===== config.mk =====
export PLATFORM = sky130hd
export DESIGN_NAME = bp_initiator_flat
export DESIGN_NICKNAME = d
export VERILOG_FILES = /design/src/rtl/bp_initiator_pkg.sv /design/src/rtl/bp_initiator_if.sv /design/src/rtl/bus_protocol_if.sv /design/src/rtl/bp_stall_timer.sv /design/src/rtl/bp_initiator.sv /design/src/flat_wrapper.sv
export SDC_FILE = /design/constraint.sdc
export NUM_CORES = 1
export LEC_CHECK = 0
export ABC_AREA = 1
export BUFFER_PORTS_ARGS = -buffer_cell sky130_fd_sc_hd__buf_2
export CELL_PAD_IN_SITES_DETAIL_PLACEMENT = 1
export CELL_PAD_IN_SITES_GLOBAL_PLACEMENT = 1
export CORE_MARGIN = 2
export CORE_UTILIZATION = 35
export DETAILED_ROUTE_END_ITERATION = 16
export HOLD_SLACK_MARGIN = 0.02
export PLACE_DENSITY_LB_ADDON = 0.1
export SLEW_MARGIN = 10
export SYNTH_ARGS = -nofsm -noshare
export SYNTH_HDL_FRONTEND = slang
export SYNTH_HIERARCHICAL = 1
export SYNTH_SLANG_ARGS = --single-unit
export TNS_END_PERCENT = 5

===== constraint.sdc =====
create_clock -name clk -period 2.7 [get_ports clk]
set_input_delay 0.54 -clock clk [delete_from_list [all_inputs] [get_ports clk]]
set_output_delay 0.54 -clock clk [all_outputs]
set_load 0.05 [all_outputs]

===== src/rtl/bp_initiator_pkg.sv =====
// Shared types for the bus initiator: FSM state encoding and the captured response.
package bp_initiator_pkg;

    localparam int BP_DATA_WIDTH = 32;

    typedef enum logic [1:0] {
        IDLE = 2'd0,
        BUSY = 2'd1,
        RESP = 2'd2
    } bp_init_state_t;

    typedef struct packed {
        logic [BP_DATA_WIDTH-1:0] rdata;
        logic                     error;
        logic                     timeout;
    } bp_init_rsp_t;

endpackage


===== src/rtl/bp_initiator_if.sv =====
// Command/response handshake port of the bus initiator; master issues commands, slave executes them.
interface bp_initiator_if #(
    parameter int ADDR_WIDTH = 32,
    parameter int DATA_WIDTH = 32
);
    logic                    cmd_valid;
    logic                    cmd_ready;
    logic                    cmd_write;
    logic [ADDR_WIDTH-1:0]   cmd_addr;
    logic [DATA_WIDTH-1:0]   cmd_wdata;
    logic [DATA_WIDTH/8-1:0] cmd_strobe;
    logic                    rsp_valid;
    logic                    rsp_ready;
    logic [DATA_WIDTH-1:0]   rsp_rdata;
    logic                    rsp_error;
    logic                    rsp_timeout;

    modport master (
        output cmd_valid, cmd_write, cmd_addr, cmd_wdata, cmd_strobe, rsp_ready,
        input  cmd_ready, rsp_valid, rsp_rdata, rsp_error, rsp_timeout
    );

    modport slave (
        input  cmd_valid, cmd_write, cmd_addr, cmd_wdata, cmd_strobe, rsp_ready,
        output cmd_ready, rsp_valid, rsp_rdata, rsp_error, rsp_timeout
    );
endinterface


===== src/rtl/bus_protocol_if.sv =====
// Generic single-transfer bus between an initiator and a peripheral, plus constant burst/security hints.
interface bus_protocol_if #(
    parameter int ADDR_WIDTH = 32,
    parameter int DATA_WIDTH = 32
);
    logic                    wen;
    logic                    ren;
    logic [ADDR_WIDTH-1:0]   addr;
    logic [DATA_WIDTH-1:0]   wdata;
    logic [DATA_WIDTH/8-1:0] strobe;
    logic [DATA_WIDTH-1:0]   rdata;
    logic                    error;
    logic                    request_stall;
    logic                    is_burst;
    logic [1:0]              burst_type;
    logic [7:0]              burst_length;
    logic                    secure_transfer;

    modport protocol (
        output wen, ren, addr, wdata, strobe,
               is_burst, burst_type, burst_length, secure_transfer,
        input  rdata, error, request_stall
    );

    modport peripheral (
        input  wen, ren, addr, wdata, strobe,
               is_burst, burst_type, burst_length, secure_transfer,
        output rdata, error, request_stall
    );
endinterface


===== src/rtl/bp_stall_timer.sv =====
// Saturating stall counter; expired flags the last permitted stalled cycle of a transaction.
module bp_stall_timer #(
    parameter int TIMEOUT = 256
) (
    input  logic clk,
    input  logic nReset,
    input  logic clear,
    input  logic stall,
    output logic expired
);

    localparam int CW = (TIMEOUT > 0) ? $clog2(TIMEOUT + 1) : 1;

    logic [CW-1:0] count;

    always_ff @(posedge clk or negedge nReset) begin
        if (!nReset) begin
            count <= '0;
        end else if (clear) begin
            count <= '0;
        end else if (stall && (count != {CW{1'b1}})) begin
            count <= count + CW'(1);
        end
    end

    // A zero TIMEOUT disables the guard entirely; the counter is then left dangling.
    generate
        if (TIMEOUT == 0) begin : g_no_guard
            assign expired = 1'b0;
        end else begin : g_guard
            assign expired = stall && (count == CW'(TIMEOUT - 1));
        end
    endgenerate

endmodule


===== src/rtl/bp_initiator.sv =====
// Single-outstanding bus initiator: turns one command into one bus transaction and returns its response.
module bp_initiator
    import bp_initiator_pkg::*;
#(
    parameter int ADDR_WIDTH = 32,
    parameter int DATA_WIDTH = BP_DATA_WIDTH,
    parameter int TIMEOUT    = 256
) (
    input logic              clk,
    input logic              nReset,
    bp_initiator_if.slave    cmd,
    bus_protocol_if.protocol bp
);

    localparam int STRB_WIDTH = DATA_WIDTH / 8;

    bp_init_state_t state;
    bp_init_rsp_t   rsp_q;
    logic           accept;
    logic           expired;

    assign accept = (state == IDLE) && cmd.cmd_valid;

    bp_stall_timer #(
        .TIMEOUT (TIMEOUT)
    ) u_stall_timer (
        .clk     (clk),
        .nReset  (nReset),
        .clear   (accept),
        .stall   ((state == BUSY) && bp.request_stall),
        .expired (expired)
    );

    assign cmd.cmd_ready   = (state == IDLE);
    assign cmd.rsp_valid   = (state == RESP);
    assign cmd.rsp_rdata   = DATA_WIDTH'(rsp_q.rdata);
    assign cmd.rsp_error   = rsp_q.error;
    assign cmd.rsp_timeout = rsp_q.timeout;

    assign bp.is_burst        = 1'b0;
    assign bp.burst_type      = 2'b00;
    assign bp.burst_length    = 8'd0;
    assign bp.secure_transfer = 1'b0;

    // Completion is tested before the timeout so a final non-stalled cycle always wins.
    always_ff @(posedge clk or negedge nReset) begin
        if (!nReset) begin
            state         <= IDLE;
            bp.wen        <= 1'b0;
            bp.ren        <= 1'b0;
            bp.addr       <= '0;
            bp.wdata      <= '0;
            bp.strobe     <= '0;
            rsp_q         <= '0;
        end else begin
            unique case (state)
                IDLE: begin
                    if (cmd.cmd_valid) begin
                        bp.addr   <= ADDR_WIDTH'(cmd.cmd_addr);
                        bp.wdata  <= cmd.cmd_wdata;
                        bp.strobe <= cmd.cmd_write ? cmd.cmd_strobe : {STRB_WIDTH{1'b1}};
                        bp.wen    <= cmd.cmd_write;
                        bp.ren    <= !cmd.cmd_write;
                        state     <= BUSY;
                    end
                end
                BUSY: begin
                    if (!bp.request_stall) begin
                        rsp_q.rdata   <= bp.ren ? BP_DATA_WIDTH'(bp.rdata) : '0;
                        rsp_q.error   <= bp.error;
                        rsp_q.timeout <= 1'b0;
                        bp.wen        <= 1'b0;
                        bp.ren        <= 1'b0;
                        state         <= RESP;
                    end else if (expired) begin
                        rsp_q.rdata   <= '0;
                        rsp_q.error   <= 1'b1;
                        rsp_q.timeout <= 1'b1;
                        bp.wen        <= 1'b0;
                        bp.ren        <= 1'b0;
                        state         <= RESP;
                    end
                end
                RESP: begin
                    if (cmd.rsp_ready) begin
                        state <= IDLE;
                    end
                end
                default: state <= IDLE;
            endcase
        end
    end

endmodule


===== src/flat_wrapper.sv =====
// flat-port wrapper written by rule: the top's interface ports become plain ports
module bp_initiator_flat import bp_initiator_pkg::*;
#(
    parameter int ADDR_WIDTH = 32,
    parameter int DATA_WIDTH = BP_DATA_WIDTH,
    parameter int TIMEOUT    = 256
)
  (clk, nReset, cmd_cmd_valid, cmd_cmd_write, cmd_cmd_addr, cmd_cmd_wdata, cmd_cmd_strobe, cmd_rsp_ready, cmd_cmd_ready, cmd_rsp_valid, cmd_rsp_rdata, cmd_rsp_error, cmd_rsp_timeout, bp_wen, bp_ren, bp_addr, bp_wdata, bp_strobe, bp_is_burst, bp_burst_type, bp_burst_length, bp_secure_transfer, bp_rdata, bp_error, bp_request_stall);
  bp_initiator_if #(.ADDR_WIDTH(ADDR_WIDTH), .DATA_WIDTH(DATA_WIDTH)) cmd_i ();
  bus_protocol_if #(.ADDR_WIDTH(ADDR_WIDTH), .DATA_WIDTH(DATA_WIDTH)) bp_i ();
  input logic clk;
  input logic nReset;
  input wire logic [$bits(cmd_i.cmd_valid)-1:0] cmd_cmd_valid;
  input wire logic [$bits(cmd_i.cmd_write)-1:0] cmd_cmd_write;
  input wire logic [$bits(cmd_i.cmd_addr)-1:0] cmd_cmd_addr;
  input wire logic [$bits(cmd_i.cmd_wdata)-1:0] cmd_cmd_wdata;
  input wire logic [$bits(cmd_i.cmd_strobe)-1:0] cmd_cmd_strobe;
  input wire logic [$bits(cmd_i.rsp_ready)-1:0] cmd_rsp_ready;
  output wire logic [$bits(cmd_i.cmd_ready)-1:0] cmd_cmd_ready;
  output wire logic [$bits(cmd_i.rsp_valid)-1:0] cmd_rsp_valid;
  output wire logic [$bits(cmd_i.rsp_rdata)-1:0] cmd_rsp_rdata;
  output wire logic [$bits(cmd_i.rsp_error)-1:0] cmd_rsp_error;
  output wire logic [$bits(cmd_i.rsp_timeout)-1:0] cmd_rsp_timeout;
  output wire logic [$bits(bp_i.wen)-1:0] bp_wen;
  output wire logic [$bits(bp_i.ren)-1:0] bp_ren;
  output wire logic [$bits(bp_i.addr)-1:0] bp_addr;
  output wire logic [$bits(bp_i.wdata)-1:0] bp_wdata;
  output wire logic [$bits(bp_i.strobe)-1:0] bp_strobe;
  output wire logic [$bits(bp_i.is_burst)-1:0] bp_is_burst;
  output wire logic [$bits(bp_i.burst_type)-1:0] bp_burst_type;
  output wire logic [$bits(bp_i.burst_length)-1:0] bp_burst_length;
  output wire logic [$bits(bp_i.secure_transfer)-1:0] bp_secure_transfer;
  input wire logic [$bits(bp_i.rdata)-1:0] bp_rdata;
  input wire logic [$bits(bp_i.error)-1:0] bp_error;
  input wire logic [$bits(bp_i.request_stall)-1:0] bp_request_stall;
  assign cmd_i.cmd_valid = cmd_cmd_valid;
  assign cmd_i.cmd_write = cmd_cmd_write;
  assign cmd_i.cmd_addr = cmd_cmd_addr;
  assign cmd_i.cmd_wdata = cmd_cmd_wdata;
  assign cmd_i.cmd_strobe = cmd_cmd_strobe;
  assign cmd_i.rsp_ready = cmd_rsp_ready;
  assign cmd_cmd_ready = cmd_i.cmd_ready;
  assign cmd_rsp_valid = cmd_i.rsp_valid;
  assign cmd_rsp_rdata = cmd_i.rsp_rdata;
  assign cmd_rsp_error = cmd_i.rsp_error;
  assign cmd_rsp_timeout = cmd_i.rsp_timeout;
  assign bp_wen = bp_i.wen;
  assign bp_ren = bp_i.ren;
  assign bp_addr = bp_i.addr;
  assign bp_wdata = bp_i.wdata;
  assign bp_strobe = bp_i.strobe;
  assign bp_is_burst = bp_i.is_burst;
  assign bp_burst_type = bp_i.burst_type;
  assign bp_burst_length = bp_i.burst_length;
  assign bp_secure_transfer = bp_i.secure_transfer;
  assign bp_i.rdata = bp_rdata;
  assign bp_i.error = bp_error;
  assign bp_i.request_stall = bp_request_stall;
  bp_initiator #(.ADDR_WIDTH(ADDR_WIDTH), .DATA_WIDTH(DATA_WIDTH), .TIMEOUT(TIMEOUT)) u_core (.clk(clk), .nReset(nReset), .cmd(cmd_i), .bp(bp_i));
endmodule

; Word level (Yosys, flattened, before mapping)
; Index checks and enable logic that the tools add are counted.
[totals]
latchBits = 0
wordCells = 48
ramBits = 0
memories = 0
romBits = 0
inputBits = 107
out_inout_bits = 118
regBits = 115
[op_classes]
mul = 0
eq_ne = 8
muxes = 17
n_div = 0
reduce_logical = 12
bitwise = 0
add_sub_neg = 1
order_cmp = 0
shifts = 0
[ops]
columns = cell, n
row1 = $mux 34, 2
row2 = $mux 32, 1
row3 = $mux 9, 2
row4 = $add 9x1->9 const B, 1
row5 = $eq 9x8->1 const B, 1
row6 = $ne 9x9->1 const B, 1
row7 = $mux 2, 4
row8 = $pmux 2 s3, 1
row9 = $reduce_and 3->1, 2
row10 = $logic_and 1x1->1, 4
row11 = $mux 1, 4
row12 = $mux 4, 1
row13 = $ne 2x2->1 const B, 2
row14 = $pmux 1 s2, 2
row15 = $reduce_and 2->1, 2
row16 = $reduce_bool 2->1, 2
row17 = $ne 3x2->1 const B, 1
row18 = $eq 2x1->1 const B, 1
row19 = $eq 2x2->1 const B, 1
row20 = $logic_not 2->1, 1
row21 = $ne 2x1->1 const B, 1
row22 = $logic_not 1->1, 1

; Logic depth before layout (Yosys ltp)
[logic_depth]
word_depth = 6
mapped_depth = 14

; By module
; Netlist, hierarchy kept.
[by_module_without_submodules]
columns = module, cells_per_inst, instances, area_per_inst_um2, seq_area_each_um2
row1 = bp_initiator, 475, 1, 4354.2, 2652.5
row2 = bp_stall_timer, 67, 1, 529.3, 225.2

; Least setup slack after synthesis
; Ideal clock, no wire load.
[synth_timing]
path_type = in2reg
from = in bp_request_stall
to = reg u_core.rsp_q, in the netlist u_core/cmd.rsp_rdata[28]
setup_time_ns = 0.120
stages = 11
arrival_time_ns = 1.704
path_buffers = 2
path_slack_ns = 0.876
path_cell_list = clkinv_1 clkbuf_1 nor2_1 nand2_1 inv_1 inv_1 nand2_1 nand2_4 buf_6 nand2_1 o21ai_2
[synth_via]
elab_chain_cells = 4
elab_cells_between_ends = 5
cone_classes = 1 x eq/ne / 1 x mux / 3 x reduce/logical
[synth_rtl]
columns = element, line
row1 = "start, declared", flat_wrapper.sv:35  ; input wire logic [$bits(bp_i.request_stall)-1:0] bp_request_stall;
row2 = $logic_and 1x1->1, bp_initiator.sv:30  ; .stall ((state == BUSY) && bp.request_stall),
row3 = $logic_and 1x1->1, bp_stall_timer.sv:31  ; assign expired = stall && (count == CW'(TIMEOUT - 1));
row4 = via u_core.expired, bp_initiator.sv:20  ; logic expired;
row5 = $ne 2x1->1 (no source line), --
row6 = $reduce_and 2->1 (no source line), --
row7 = "end, declared", bp_initiator.sv:18  ; bp_init_rsp_t rsp_q;
; The timed path passes the listed nets, and every way through them passes these cells.
; A chain may end at the register's enable or synchronous reset.

; Worst setup path in the final report
[layout_timing]
from = reg u_core.u_stall_timer.count[0]
to = reg u_core.rsp_q, in the netlist u_core/cmd.rsp_rdata[11]
[layout_via]
elab_chain_cells = 4
[layout_rtl]
columns = element, line
row1 = "start, declared", bp_stall_timer.sv:14  ; logic [CW-1:0] count;
row2 = "start signal, assigned", bp_stall_timer.sv:22  ; count <= count + CW'(1);
row3 = $eq 9x8->1, bp_stall_timer.sv:31
row4 = $logic_and 1x1->1, bp_stall_timer.sv:31
row5 = via u_core.expired, bp_initiator.sv:20
row6 = $ne 2x1->1 (no source line), --
row7 = $reduce_and 2->1 (no source line), --
; The timed path passes the listed nets, and every way through them passes these cells.

==> metrics.md <==
| Metric | Value |
|---|---|
| Worst-skew pair later-pin latency | `between 0.4 and 0.5 ns` |
| Share of cells above drive strength 1 | `0.369` |
| Postcts setup bufs | `0` |
| Grt total ovfl | `0` |
| Worst EP required | `2.99 ns` |
| First-pass iteration count of the detailed router | `5` |
| First-pass GRT wire length | `~23,000 um` |
| Hold Slack | `0.0669 ns` |
| Clock Path Buffers | `2` |
| Initial antenna violation count | `0` |
| Placer congestion estimate | `approximately 0.76` |
| Avg Synthesized Cell Area | `9.01 um2` |
| Crit path DAT | `2.43 ns` |
| Max-cap check violation count | `0` |
| Final slew viol count | `0` |
| Post-synthesis register bit count | `115` |
| Rows | `43` |
| Status | `completed` |
| Post-synth EDFFs | `0` |
| Post-synth top flop | `dfrtp_1` |
| CTS clock-pin slew for the worst setup and hold paths | `0.05 ns` |
| Vias after detailed routing | `4,394` |
| Post-synthesis sequential area ratio | `0.589` |
| Wire length per cell | `15.0 um` |
| Root Driver | `clkbuf_16` |
| Hold WC Path Type | `in -> async` |
| Final number of setup-violating endpoints | `0` |
| Maximum fanout along the worst path | `23` |
| Fin Setup TNS | `0 ns` |
| CTS buffer count | `17` |
| Placement Setup Slack | `0.606 ns` |
| Final Critical Period | `2.13 ns` |
| Final Cycle Share | `0.791` |
| Setup CP Type | `reg -> reg` |
| Crit-path cells | `ha_1, inv_1, nor2_4, nand3_1, nor2_1, ha_1, nand2_1, inv_1, inv_1, nand2_1, nand2_4, buf_4, nand2_1, o21ai_1` |
| Clock Skews | `approximately 0.0053 ns` |
| Final Instance Count excl. Fillers | `945` |
| Worst setup margin | `0.565 ns` |
| Max-Slew Margin vs Limit | `0.489` |
| CP Buf/Inv Count | `4` |
| Top-count cell post-synth | `nand2_1` |
| Post-route ant nets | `0` |
| Routed wire length | `approximately 14,000 um` |
| Die height | `122 um` |
| Biggest area consumer among synthesized cells | `dfrtp_1` |
| Slowest stage delay, CP | `0.39 ns` |
| CP Launch Type | `register` |
| Die area | `between 10,000 and 15,000 um2` |
| Drt via density | `around 4.6` |
| CTS tree | `built` |
| Pwr Total | `roughly 10 mW` |
| Placed wire-length estimate | `10,200 um` |
| Peak supply drop | `0.899 mV` |
| Placed inst area | `6030 um2` |
| Layout Nets | `862` |
| Max H-tree Level | `4` |
| Largest net degree at the start of global routing | `76` |
| Vias in the first global route | `4,546` |
| RSZ-0062 raised after global routing | `false` |
| Fmax | `about 470 MHz` |
| I/O pins | `~230` |
| Worst setup EP type | `register` |
| Synthesis Warnings | `6` |
| Tot GR Track Use | `0.198` |
| Final std cell area, no fill | `6630 um2` |
| Share of the synthesized area in the top cell type | `0.589` |
| Synth-to-Final Area Change | `35.7%` |
| Least-Margin Pin Slew | `approximately 0.77 ns` |
| Power Density | `between 1000 and 1500 nW/um2` |
| Ant diodes | `0` |
| Synth top cells by count | `nand2_1 (249), dfrtp_1 (115), nand3_1 (38), o21ai_1 (19), buf_4 (17)` |
| Netlist cell types | `26` |
| CTS hold repair buffers | `0` |
| Critical path's top delay family | `simple AND/OR/NAND/NOR gates` |
| Lkg Pwr | `roughly 3.7 nW` |
| # clock sinks | `about 120` |
| Final hold vios | `0` |
| Synth Cell Area | `just under 5000 um2` |
| Post_cts resized | `0` |
| DP Cell Count | `913` |
| Core Box Area | `roughly 14,000 um2` |
| Residual DRC | `0` |
| Synth area leaders | `dfrtp_1 (59%), nand2_1 (19%), nand3_1 (3.9%)` |
| Number of port buffers | `between 200 and 250` |
| Mapped Cells | `roughly 540` |
| 1st-iter DRT viols | `between 150 and 200` |
| Critical path's slowest cell | `dfrtp_1` |
| Initial Util | `0.355` |
| Die W | `122 um` |
| Layout Utilization | `0.481` |
| Fraction of registers with async set/reset | `1.00` |
==> logic make-up after synthesis <==
family                   Yosys count  share of synthesized area
AND/OR/NAND/NOR                  315                      0.266
buffers and inverters             60                     0.0740
other                              1                   0.000768
adder cells (fa/ha/maj)            3                    0.00769
AO/OA/AOI/OAI                     48                     0.0625
flip-flops                       115                      0.589
==> state kept, by name (all words and copies together) (netlist names) <==
register and count:
u_core/bp.addr 32, u_core/bp.wdata 32, u_core/cmd.rsp_rdata 32, u_core/u_stall_timer/count 9
u_core/bp.strobe 4, u_core/state 2, u_core/bp.ren 1, u_core/bp.wen 1
u_core/cmd.rsp_error 1, u_core/cmd.rsp_timeout 1
==> where the power goes <==
| group | switching, mW | internal, mW | total [mW] |
|---|---|---|---|
| registers | 0.401 | 2.44 | 2.84 |
| logic | 3.85 | 1.01 | 4.86 |
| clock network | 0.758 | 1.47 | 2.23 |
==> cell usage in the layout (no fill, tap or decap) <==
master,netlist,routed
nand2_1,249,249
buf_2,10,211
dfrtp_1,115,115
nand3_1,38,38
o21ai_1,19,19
clkbuf_16,0,17
inv_1,16,16
o21ai_2,16,16
nor2_1,15,15
conb_1,1,12
buf_4,17,7
o21ai_0,7,7
clkinv_2,0,5
clkbuf_8,0,5
a21oi_1,4,4
nor2_4,3,3
buf_12,0,3
ha_1,3,3
bufinv_16,0,2
nand2_4,2,2
inv_2,2,2
nor2_2,2,2
nand2_2,2,2
nand3_2,2,2
clkinvlp_4,0,1
clkinv_4,0,1
clkbuf_1,6,1
clkinv_1,1,1
o31ai_1,1,1
nor3_1,1,1
nor3_2,1,1
a211oi_1,1,1
==> area by class of cell <==
cell class                      count  area (um2)
Clock buffer                       23         498
Clock inverter                      9         101
Fill cell                        1708        7150
Inverter                           19        71.3
Multi-Input combinational cell    378        1690
Sequential cell                   115        2880
Tap cell                          180         225
Timing Repair Buffer              221        1170
==> worst register-to-register path: stages (launching register included) <==
cell and delay, ns:
dfrtp_1 0.39, ha_1 0.16, inv_1 0.08, nor2_4 0.14, nand3_1 0.10, nor2_1 0.14
ha_1 0.16, nand2_1 0.05, inv_1 0.07, inv_1 0.04, nand2_1 0.11, nand2_4 0.17
buf_4 0.26, nand2_1 0.10, o21ai_1 0.07
==> final timing paths <==
kind                                               start                       end  slack, ns  depth (start not counted)
hold reg to reg                  u_core/cmd.rsp_rdata[3]   u_core/cmd.rsp_rdata[3]       0.47                          2
min in group clk                           cmd_rsp_ready           u_core/state[1]       0.31                          2
hold / removal                                    nReset   u_core/cmd.rsp_rdata[9]       0.07                          1
setup reg to reg           u_core/u_stall_timer/count[0]  u_core/cmd.rsp_rdata[11]       0.57                         14
setup / recovery           u_core/u_stall_timer/count[0]  u_core/cmd.rsp_rdata[11]       0.57                         14
max in group asynchronous                         nReset       u_core/bp.wdata[27]       1.94                          2
==> per-layer routing <==
metal	track usage	wire length (um)
met5	0	0
met3	0.0557	1010
met2	0.329	7040
met1	0.241	5800
met4	0.0848	283
No activity file was read; power rests on OpenSTA's default activity.
